$ cat config.mk
export PLATFORM = sky130hd
export DESIGN_NAME = matrix_keypad_scanner
export DESIGN_NICKNAME = d
export VERILOG_FILES = /design/src/rtl/matrix_keypad_scanner.sv
export SDC_FILE = /design/constraint.sdc
export NUM_CORES = 1
export LEC_CHECK = 0
export ABC_CLOCK_PERIOD_IN_PS = 3600
export CORE_MARGIN = 4
export CORE_UTILIZATION = 25
export DETAILED_ROUTE_END_ITERATION = 8
export GPL_TIMING_DRIVEN = 0
export SYNTH_ARGS = -nofsm -noshare
export SYNTH_HDL_FRONTEND = slang
export SYNTH_SLANG_ARGS = --single-unit
export TNS_END_PERCENT = 5
$ cat constraint.sdc
create_clock -name clk -period 3.6 [get_ports clk]
set_input_delay 1.08 -clock clk [delete_from_list [all_inputs] [get_ports clk]]
set_output_delay 1.08 -clock clk [all_outputs]
set_load 0.01 [all_outputs]
$ cat src/rtl/matrix_keypad_scanner.sv
// ROWS x COLS key matrix scanner: whole-scan debounce, ghost rejection, row-major codes and a hex history.
// Define KEY_REPEAT_EN to build long-press auto-repeat; without it REPEAT_DELAY/REPEAT_PERIOD are ignored.
module matrix_keypad_scanner #(
    parameter int ROWS          = 4,
    parameter int COLS          = 4,
    parameter int SETTLE_CYC    = 4,
    parameter int DEB_SCANS     = 3,
    parameter int DIGITS        = 4,
    parameter int REPEAT_DELAY  = 8,
    parameter int REPEAT_PERIOD = 4
) (
    input  logic                clk,
    input  logic                rst,
    input  logic [COLS-1:0]     key_v,
    output logic [ROWS-1:0]     key_h,
    output logic [3:0]          key_code,
    output logic                key_valid,
    output logic                key_held,
    output logic [4*DIGITS-1:0] display_num
);
    localparam int RW = (ROWS > 1) ? $clog2(ROWS) : 1;
    localparam int SW = $clog2(SETTLE_CYC);
    localparam int DW = $clog2(DEB_SCANS + 1);
    localparam logic [RW-1:0] LAST_ROW    = RW'(ROWS - 1);
    localparam logic [SW-1:0] LAST_SETTLE = SW'(SETTLE_CYC - 1);
    localparam logic [DW-1:0] DEB_FULL    = DW'(DEB_SCANS);
    localparam logic [DW-1:0] DEB_LAST    = DW'(DEB_SCANS - 1);

    typedef enum logic {IDLE, SCAN} state_t;
    typedef enum logic [1:0] {HIT_NONE, HIT_ONE, HIT_MULTI} hit_t;

    state_t          state;
    logic [COLS-1:0] v_meta, v_sync;
    logic [RW-1:0]   row;
    logic [SW-1:0]   settle;
    hit_t            acc_hit;
    logic [3:0]      acc_code, cand_code;
    logic [DW-1:0]   press_cnt, release_cnt;

    hit_t            row_hit, scan_hit;
    int              col_sel;
    logic [3:0]      row_code, scan_code;
    logic [DW-1:0]   press_next;
    logic            same_cand, sample_now, scan_end, press_fire, rep_fire, event_now;

    function automatic logic [ROWS-1:0] row_drive(input logic [RW-1:0] r);
        return ~(ROWS'(1) << r);
    endfunction

    assign sample_now = (state == SCAN) && (settle == LAST_SETTLE);
    assign scan_end   = sample_now && (row == LAST_ROW);
    assign event_now  = press_fire | rep_fire;

    // Classify the current row sample and merge it into the running scan result.
    always_comb begin
        // NOTE: every always_comb output gets a default first so no path leaves it unassigned (no latch).
        row_hit = HIT_NONE;
        col_sel = 0;
        for (int c = 0; c < COLS; c++) begin
            if (!v_sync[c]) begin
                if (row_hit == HIT_NONE) begin
                    row_hit = HIT_ONE;
                    col_sel = c;
                end else begin
                    row_hit = HIT_MULTI;
                end
            end
        end
        row_code  = 4'(int'(row) * COLS + col_sel);
        scan_hit  = acc_hit;
        scan_code = acc_code;
        if (row_hit == HIT_MULTI || (row_hit == HIT_ONE && acc_hit != HIT_NONE)) begin
            scan_hit = HIT_MULTI;
        end else if (row_hit == HIT_ONE) begin
            scan_hit  = HIT_ONE;
            scan_code = row_code;
        end
    end

    always_comb begin
        same_cand = (press_cnt != '0) && (scan_code == cand_code);
        if (!same_cand)                press_next = DW'(1);
        else if (press_cnt == DEB_FULL) press_next = press_cnt;
        else                            press_next = press_cnt + 1'b1;
        // Fire once per run, when the count first reaches full, unless it is the code already held.
        press_fire = (scan_hit == HIT_ONE) && (press_next == DEB_FULL)
                  && !(same_cand && press_cnt == DEB_FULL)
                  && (!key_held || scan_code != key_code);
    end

    always_ff @(posedge clk) begin
        if (rst) begin
            v_meta      <= '1;
            v_sync      <= '1;
            state       <= IDLE;
            key_h       <= '0;
            row         <= '0;
            settle      <= '0;
            acc_hit     <= HIT_NONE;
            acc_code    <= '0;
            cand_code   <= '0;
            press_cnt   <= '0;
            release_cnt <= '0;
            key_code    <= '0;
            key_valid   <= 1'b0;
            key_held    <= 1'b0;
            display_num <= '0;
        end else begin
            v_meta    <= key_v;
            v_sync    <= v_meta;
            key_valid <= 1'b0;
            case (state)
                IDLE: begin
                    key_h <= '0;
                    if (v_sync != '1) begin
                        state       <= SCAN;
                        row         <= '0;
                        settle      <= '0;
                        key_h       <= row_drive('0);
                        acc_hit     <= HIT_NONE;
                        press_cnt   <= '0;
                        release_cnt <= '0;
                    end
                end
                SCAN: begin
                    if (!sample_now) begin
                        settle <= settle + 1'b1;
                    end else if (!scan_end) begin
                        settle   <= '0;
                        row      <= row + 1'b1;
                        key_h    <= row_drive(row + 1'b1);
                        acc_hit  <= scan_hit;
                        acc_code <= scan_code;
                    end else begin
                        settle  <= '0;
                        row     <= '0;
                        key_h   <= row_drive('0);
                        acc_hit <= HIT_NONE;
                        if (event_now) begin
                            key_valid   <= 1'b1;
                            key_code    <= scan_code;
                            key_held    <= 1'b1;
                            display_num <= (display_num << 4) | (4*DIGITS)'(scan_code);
                        end
                        case (scan_hit)
                            HIT_NONE: begin
                                press_cnt <= '0;
                                if (release_cnt == DEB_LAST) begin
                                    release_cnt <= '0;
                                    key_held    <= 1'b0;
                                    state       <= IDLE;
                                    key_h       <= '0;
                                end else begin
                                    release_cnt <= release_cnt + 1'b1;
                                end
                            end
                            HIT_ONE: begin
                                release_cnt <= '0;
                                press_cnt   <= press_next;
                                cand_code   <= scan_code;
                            end
                            default: begin
                                press_cnt   <= '0;
                                release_cnt <= '0;
                            end
                        endcase
                    end
                end
                default: state <= IDLE;
            endcase
        end
    end

`ifdef KEY_REPEAT_EN
    localparam int RPW = $clog2(((REPEAT_DELAY > REPEAT_PERIOD) ? REPEAT_DELAY : REPEAT_PERIOD) + 1);

    logic [RPW-1:0] rep_cnt, rep_next;
    logic           rep_active, rep_first, rep_same;

    always_comb begin
        rep_next = rep_cnt + 1'b1;
        rep_same = (scan_hit == HIT_ONE) && key_held && (scan_code == key_code) && rep_active;
        rep_fire = 1'b0;
        if (rep_same)
            rep_fire = rep_first ? (rep_next == RPW'(REPEAT_DELAY)) : (rep_next == RPW'(REPEAT_PERIOD));
    end

    // Timing restarts at every event and is dropped by any scan that is not the held key alone.
    always_ff @(posedge clk) begin
        if (rst) begin
            rep_cnt    <= '0;
            rep_active <= 1'b0;
            rep_first  <= 1'b1;
        end else if (scan_end) begin
            if (press_fire) begin
                rep_cnt    <= '0;
                rep_active <= 1'b1;
                rep_first  <= 1'b1;
            end else if (rep_fire) begin
                rep_cnt   <= '0;
                rep_first <= 1'b0;
            end else if (rep_same) begin
                rep_cnt <= rep_next;
            end else begin
                rep_cnt    <= '0;
                rep_active <= 1'b0;
            end
        end
    end
`else
    assign rep_fire = 1'b0;
`endif

endmodule

==> impl_metrics.csv, run 1 <==
group,metric,value,unit
run_status,status,"finished clean",
min_path,min_path_type,"flip-flop to flip-flop",
clock_network,numCtsBuffers,5,
power,finalPower,1.001,mW
clock_network,clock_latency,0.30,ns
synth,synth_area_per_cell,8.937,µm²
placed_design,gp_routability_congestion,0.8301,
setup_path,cp-end-kind,"flip-flop",
route,routed-via-count,2102,
setup_path,critical_path_class,"flip-flop to flip-flop",
grt,grt_max_degree,15,
route,drtAntennaViolNets,0,
clock_network,cts_tree,"yes",
route,avgViaCountPerCell,4.580,
grt,grt_usage,0.1048,
synth,synth_top_area_frac,0.3811,
sta,rsz0062_at_grt,"false",
sta,period_share,0.9458,
placed_design,io_buffer_count,30,
die,num_io_pins,32,
clock_network,ctsResizeCount,0,
power,ir_drop,0.0001427,V
clock_network,cts_setup_buffers,0,
synth,netlist_area,2574,µm²
sta,setup_tns,0,ns
route,post_drt_wl_per_cell,13.24,µm
grt,grt_pass1_wl,9915,µm
synth,synthTopCellsByArea,"dfxtp_1, mux2i_1, nand2b_1",
die,rows,36,
route,drc_errors,0,
synth,syn_inst,288,
finish,area_delta_synth_final,21.58,%
grt,overflow,0,
synth,synth_top_cell_by_area,"dfxtp_1",
synth,yosys_warnings,0,
run,maxCapViolCount,0,
clock_network,htreeDepth,2,
finish,diodes,0,
sta,skew,0.007640,ns
placed_design,dp_slack,0.2476,ns
synth,yosys_register_bits,49,
synth,yosysMostFrequentCell,"dfxtp_1",
clock_network,cts.reportedPaths.clkPinSlew,0.09,ns
sta,post-route-min-period,3.405,ns
sta,max_slew.worst_pin.slew,0.6910,ns
clock_network,cts-root-buf,"clkbuf_8",
sta,hold_viol_final,0,
synth,seq_area_frac_synth,0.3811,
route,drt-total-wl,6075,µm
sta,fin_hold_ws,0.4179,ns
die,initial_core_util,0.2597,
setup_path,crit_chain,"inv_1 > ha_1 > or2_2 > a21boi_0 > o2111ai_1 > or3_1 > nor4_4 > o21a_1 > buf_6 > buf_12 > mux2i_1",
route,drt-pass1-iter-count,4,
sta,relSlewSlack,0.5381,
setup_path,crit_fanout,10,
sta,setup_viol,0,
grt,grt_antenna_before_repair,0,
setup_path,start_kind,"flip-flop",
die,core_region_area,9910,µm²
synth,synth-main-ff-cell,"dfxtp_1",
die,die_x,109.5,µm
grt,first_global_vias,2040,
clock_network,clock_path_buffers,2,
setup_path,cp_data_arrival_time,3.63,ns
route,drt_iter0_markers,105,
synth,synth-edff-count,0,
setup_path,worst_path_max_delay_cell,"or3_1",
clock_network,hold_buffers,0,
synth,async_flop_share,0,
die,die_area,11980,µm²
sta,drv_slew,0,
clock_network,clock_sinks,49,
finish,final_net_count,341,
synth,ys_top_cells_by_count,"dfxtp_1, nor2_1, nand2b_1",
synth,syn_nets,304,
die,die_h,109.5,µm
finish,layout-drive-gt1-share,0.1074,
setup_path,required,3.83,ns
power,power.leakage,1.089,nW
setup_path,slowest_delay,0.49,ns
sta,setup_ws,0.1950,ns
power,power_density,319.8,nW/µm²
sta,fmax,293.7,MHz
placed_design,dpl.hpwl,4611,µm
synth,yosysUniqueCellTypes,50,
## critical path, delay by kind of cell (launching register included)
kind	cells	cell delay, ns
and+or+nand+nor	3	1.18
AOI/OAI and AO/OA	3	0.85
DFF	1	0.39
buffers and inverters	3	0.34
adders and majority gates	1	0.34
muxes	1	0.21
## final timing paths
check | from | endpoint | slack (ns) | cells past startpoint
hold / removal | v_meta[3] | v_sync[3] | 0.42 | 1
setup / recovery | v_sync[0] | display_num[7] | 0.19 | 11
setup reg to reg | v_sync[0] | display_num[7] | 0.19 | 11
hold reg to reg | v_meta[3] | v_sync[3] | 0.42 | 1
## kinds of logic after synthesis
kind of cell             synth area share
buffers and inverters             0.06855
XOR/XNOR                          0.02382
flip-flops                         0.3811
AO/OA/AOI/OAI                      0.1619
adder cells (fa/ha/maj)           0.04861
AND/OR/NAND/NOR                    0.2246
multiplexers                      0.09139
## sequential cells by signal, summed over array words and instances, names as in the netlist
name and count:
press_cnt 2, release_cnt 2, state 1, display_num 13, v_meta 4, settle 2, acc_code 4, row 2
key_h 4, key_valid 1, acc_hit 2, key_code 3, cand_code 4, key_held 1, v_sync 4
## cell usage in the layout (no fill, tap or decap), drive strengths merged, types with 2 or more instances in the layout
cell | synthesis | routed
mux2i | 22 | 22
clkdlybuf4s50 | 0 | 30
dfxtp | 49 | 49
xor2 | 5 | 5
and3 | 2 | 2
nor2b | 3 | 3
ha | 10 | 10
a21o | 2 | 2
nor4b | 2 | 2
nand2 | 13 | 13
and3b | 2 | 2
nor4 | 3 | 3
a211oi | 3 | 3
o21ai | 12 | 12
nor3 | 6 | 6
or2 | 14 | 14
clkbuf | 11 | 17
o2111ai | 2 | 2
o32a | 3 | 3
clkinv | 0 | 2
nor2 | 29 | 29
nand2b | 23 | 23
inv | 14 | 14
o21a | 3 | 3
o22ai | 4 | 4
a21oi | 13 | 13
or3 | 2 | 2
o221ai | 3 | 3
xnor2 | 2 | 2
buf | 9 | 9
o211ai | 6 | 6
a21boi | 2 | 2
## stage by stage
step                      cell area (µm²)  utilization  cells
after global routing                 3129       0.3158    459
after floorplan                      2574            -    288
after CTS                            3123       0.3152    459
after detailed placement             3040       0.3068    451
after global placement               3040       0.3068    451
final                                3129       0.3158    459
## final cells by class
cell class | instances | area, µm²
plain buffers | 20 | 123.9
inverters | 14 | 52.55
clock buffers | 6 | 72.57
well taps | 133 | 166.4
multi-input cells | 205 | 1423
flip-flops and latches | 49 | 980.9
repair buffers | 30 | 300.3
clock inverters | 2 | 10.01
fillers | 1055 | 6780
## report_power, final
part,internal [mW],switching [mW],total (mW),leakage [nW]
Sequential,0.552,0.00550,0.557,0.398
Clock,0.135,0.182,0.317,0.0450
Combinational,0.0527,0.0734,0.126,0.646
Total,0.740,0.261,1.00,1.09
## metal layers
layer	track usage	routed length (µm)
met5	0	0
met4	0.03740	101
met3	0.01585	166
met2	0.1840	3045
met1	0.1294	2761
Note: power is estimated with default switching activity, not from simulation.
==> inputs of run 2 (changes only) <==
ABC_CLOCK_PERIOD_IN_PS = 4100   (was 3600)
SLEW_MARGIN = 20   (was not set)
clock period = 4.1 ns   (was 3.6 ns; I/O delays follow)
==> run 2 against run 1 <==
Power is 4.2% lower; clock-buffer cell count is 1 higher; non-clock buffer count stayed put; die area stayed put; routed wire length stayed put; register-to-register slack better by 0.54 ns; critical path depth stayed put; clock power is 13% higher; first-iteration DRC count is 1.9% higher; cell count stayed put; hold slack better by 0.00053 ns; largest power group unchanged; highest routed layer unchanged.
==> impl_metrics.csv, run 2 (synthesized netlist as in run 1, its figures left out) <==
group,metric,value,unit
route,drt_iter0_markers,107,
clock_network,numCtsBuffers,5,
sta,max_slew.worst_pin.slew,0.7312,ns
placed_design,placed_cell_area,3047,µm²
finish,final_area,3163,µm²
grt,grt_max_degree,15,
route,avgViaCountPerCell,4.584,
clock_network,cts.reportedPaths.clkPinSlew,0.09,ns
placed_design,io_buffer_count,30,
finish,final_common_cell,"dfxtp_1",
setup_path,r2r-start,"v_sync[0]",
finish,diodes,0,
run,maxCapViolCount,0,
sta,fmax,297.2,MHz
setup_path,crit_chain,"inv_1 > ha_1 > or2_2 > a21boi_0 > o2111ai_1 > or3_1 > nor4_4 > o21a_1 > buf_6 > buf_12 > mux2i_1",
setup_path,required,4.33,ns
sta,setup_tns,0,ns
finish,final-seq-area,980.9,µm²
clock_network,ctsResizeCount,0,
finish,final_net_count,341,
power,seqPwrFrac,0.511,
sta,hold_viol_final,0,
clock_network,clock_path_buffers,2,
finish,layout-drive-gt1-share,0.1074,
die,core_region_area,9910,µm²
grt,grt_antenna_before_repair,0,
power,power_density,303.1,nW/µm²
die,initial_core_util,0.2597,
power,power.leakage,1.102,nW
placed_design,dpl.hpwl,4577,µm
die,die_h,109.5,µm
min_path,hp-start,"v_meta[3]",
die,num_io_pins,32,
route,dr_wl_met3,154,µm
setup_path,worstReg2RegEnd,"display_num[7]",
setup_path,worstSetupEndpoint,"display_num[7]",
clock_network,cts_setup_buffers,0,
route,routed.top_layer,"met4",
route,drtAntennaViolNets,0,
finish,fill_cells,1046,
setup_path,crit_path_start,"v_sync[0]",
grt,grt_pass1_wl,10180,µm
setup_path,crit_fanout,10,
setup_path,cp-end-kind,"flip-flop",
sta,post-route-min-period,3.364,ns
sta,drv_slew,0,
grt,overflow,0,
sta,skew,0.009658,ns
sta,period_share,0.8205,
die,rows,36,
clock_network,clock_sinks,49,
clock_network,cts_tree,"yes",
run_status,status,"finished clean",
finish,top_register,"display_num",
power,p_switching,228.8,µW
clock_network,cts-root-buf,"clkbuf_8",
setup_path,reg2reg_slack,0.74,ns
route,drt-pass1-iter-count,4,
finish,largest_register_ff_count,13,
clock_network,hold_buffers,0,
power,power_switching_share,0.2386,
power,combPwrFrac,0.116,
grt,grt_usage,0.1065,
die,die_x,109.5,µm
setup_path,rr_worst_depth,11,
route,wl_met1,2747,µm
sta,setup_viol,0,
setup_path,worst_path_max_delay_cell,"or3_1",
route,drc_errors,0,
setup_path,slowest_delay,0.47,ns
power,internal-power,729.9,µW
finish,multiInputGateArea,1423,µm²
die,die_area,11980,µm²
clock_network,clock_latency,0.31,ns
setup_path,cp_data_arrival_time,3.59,ns
sta,rsz0062_at_grt,"false",
route,drt-total-wl,6075,µm
sta,relSlewSlack,0.5112,
finish,area_delta_synth_final,22.90,%
setup_path,start_kind,"flip-flop",
finish,layout_common_cells,"dfxtp_1, clkdlybuf4s50_1, nor2_1",
route,post_drt_wl_per_cell,13.24,µm
grt,first_global_vias,2087,
route,met2WireLength,3084,µm
power,ir_drop,0.0001410,V
route,routed-via-count,2104,
power,clkPwrFrac,0.374,
min_path,min_path_type,"flip-flop to flip-flop",
setup_path,critical_path_class,"flip-flop to flip-flop",
clock_network,htreeDepth,2,
placed_design,gp_routability_congestion,0.8301,
==> run 2: changes by cell type in the layout (fill, tap and decap cells not counted) <==
cell,delta
clkbuf_8,+1
clkinv_2,-2
bufinv_16,+1
==> run 2: how the worst min path moves through the flow <==
stage / slack (ns) / end / cells after the start
4_1_cts: 0.42 / v_sync[3] / 1
3_5_place_dp: 0.40 / v_sync[1] / 1
3_3_place_gp: 0.40 / v_sync[3] / 1
5_1_grt: 0.43 / v_sync[3] / 1
6_report: 0.42 / v_sync[3] / 1
2_1_floorplan: 0.39 / v_sync[0] / 1
==> run 2: per-stage QoR <==
step	setup WS, ns	power [mW]	hold slack (ns)	utilization	std cells
after floorplan	1.252	0.5776	0.3895	-	288
after global placement	0.7932	0.6107	0.4006	0.3068	451
after detailed placement	0.7438	0.6111	0.3996	0.3074	451
after CTS	0.7143	0.9699	0.4243	0.3192	459
after global routing	0.5153	1.005	0.4295	0.3192	459
final	0.7358	0.9587	0.4184	0.3192	459
==> run 2: layout make-up <==
class,count,share of cell area
flip-flops and latches,49,0.3101
well taps,133,0.05261
clock inverters,1,0.009494
inverters,14,0.01661
multi-input cells,205,0.4498
plain buffers,20,0.03916
clock buffers,7,0.02729
repair buffers,30,0.09494
==> run 2: metal layers <==
metal | global-route usage | vias up
met5 | 0 | -
met4 | 0.03740 | 0
met3 | 0.01820 | 7
met2 | 0.1848 | 24
met1 | 0.1323 | 995
li1 | - | 1078
==> run 2: critical path, delay by kind of cell, from the launching register on <==
kind                       cells  cell delay [ns]
and+or+nand+nor                3             1.17
AOI/OAI and AO/OA              3             0.81
DFF                            1             0.40
adders and majority gates      1             0.35
buffers and inverters          3             0.34
muxes                          1             0.20
==> run 2: power groups by stage <==
stage               clock network, mW  registers [mW]  logic, mW
floorplan                           0           0.501     0.0765
global placement                    0           0.501      0.110
detailed placement                  0           0.501      0.110
CTS                             0.369           0.490      0.111
global route                    0.391           0.491      0.123
finish                          0.359           0.489      0.111
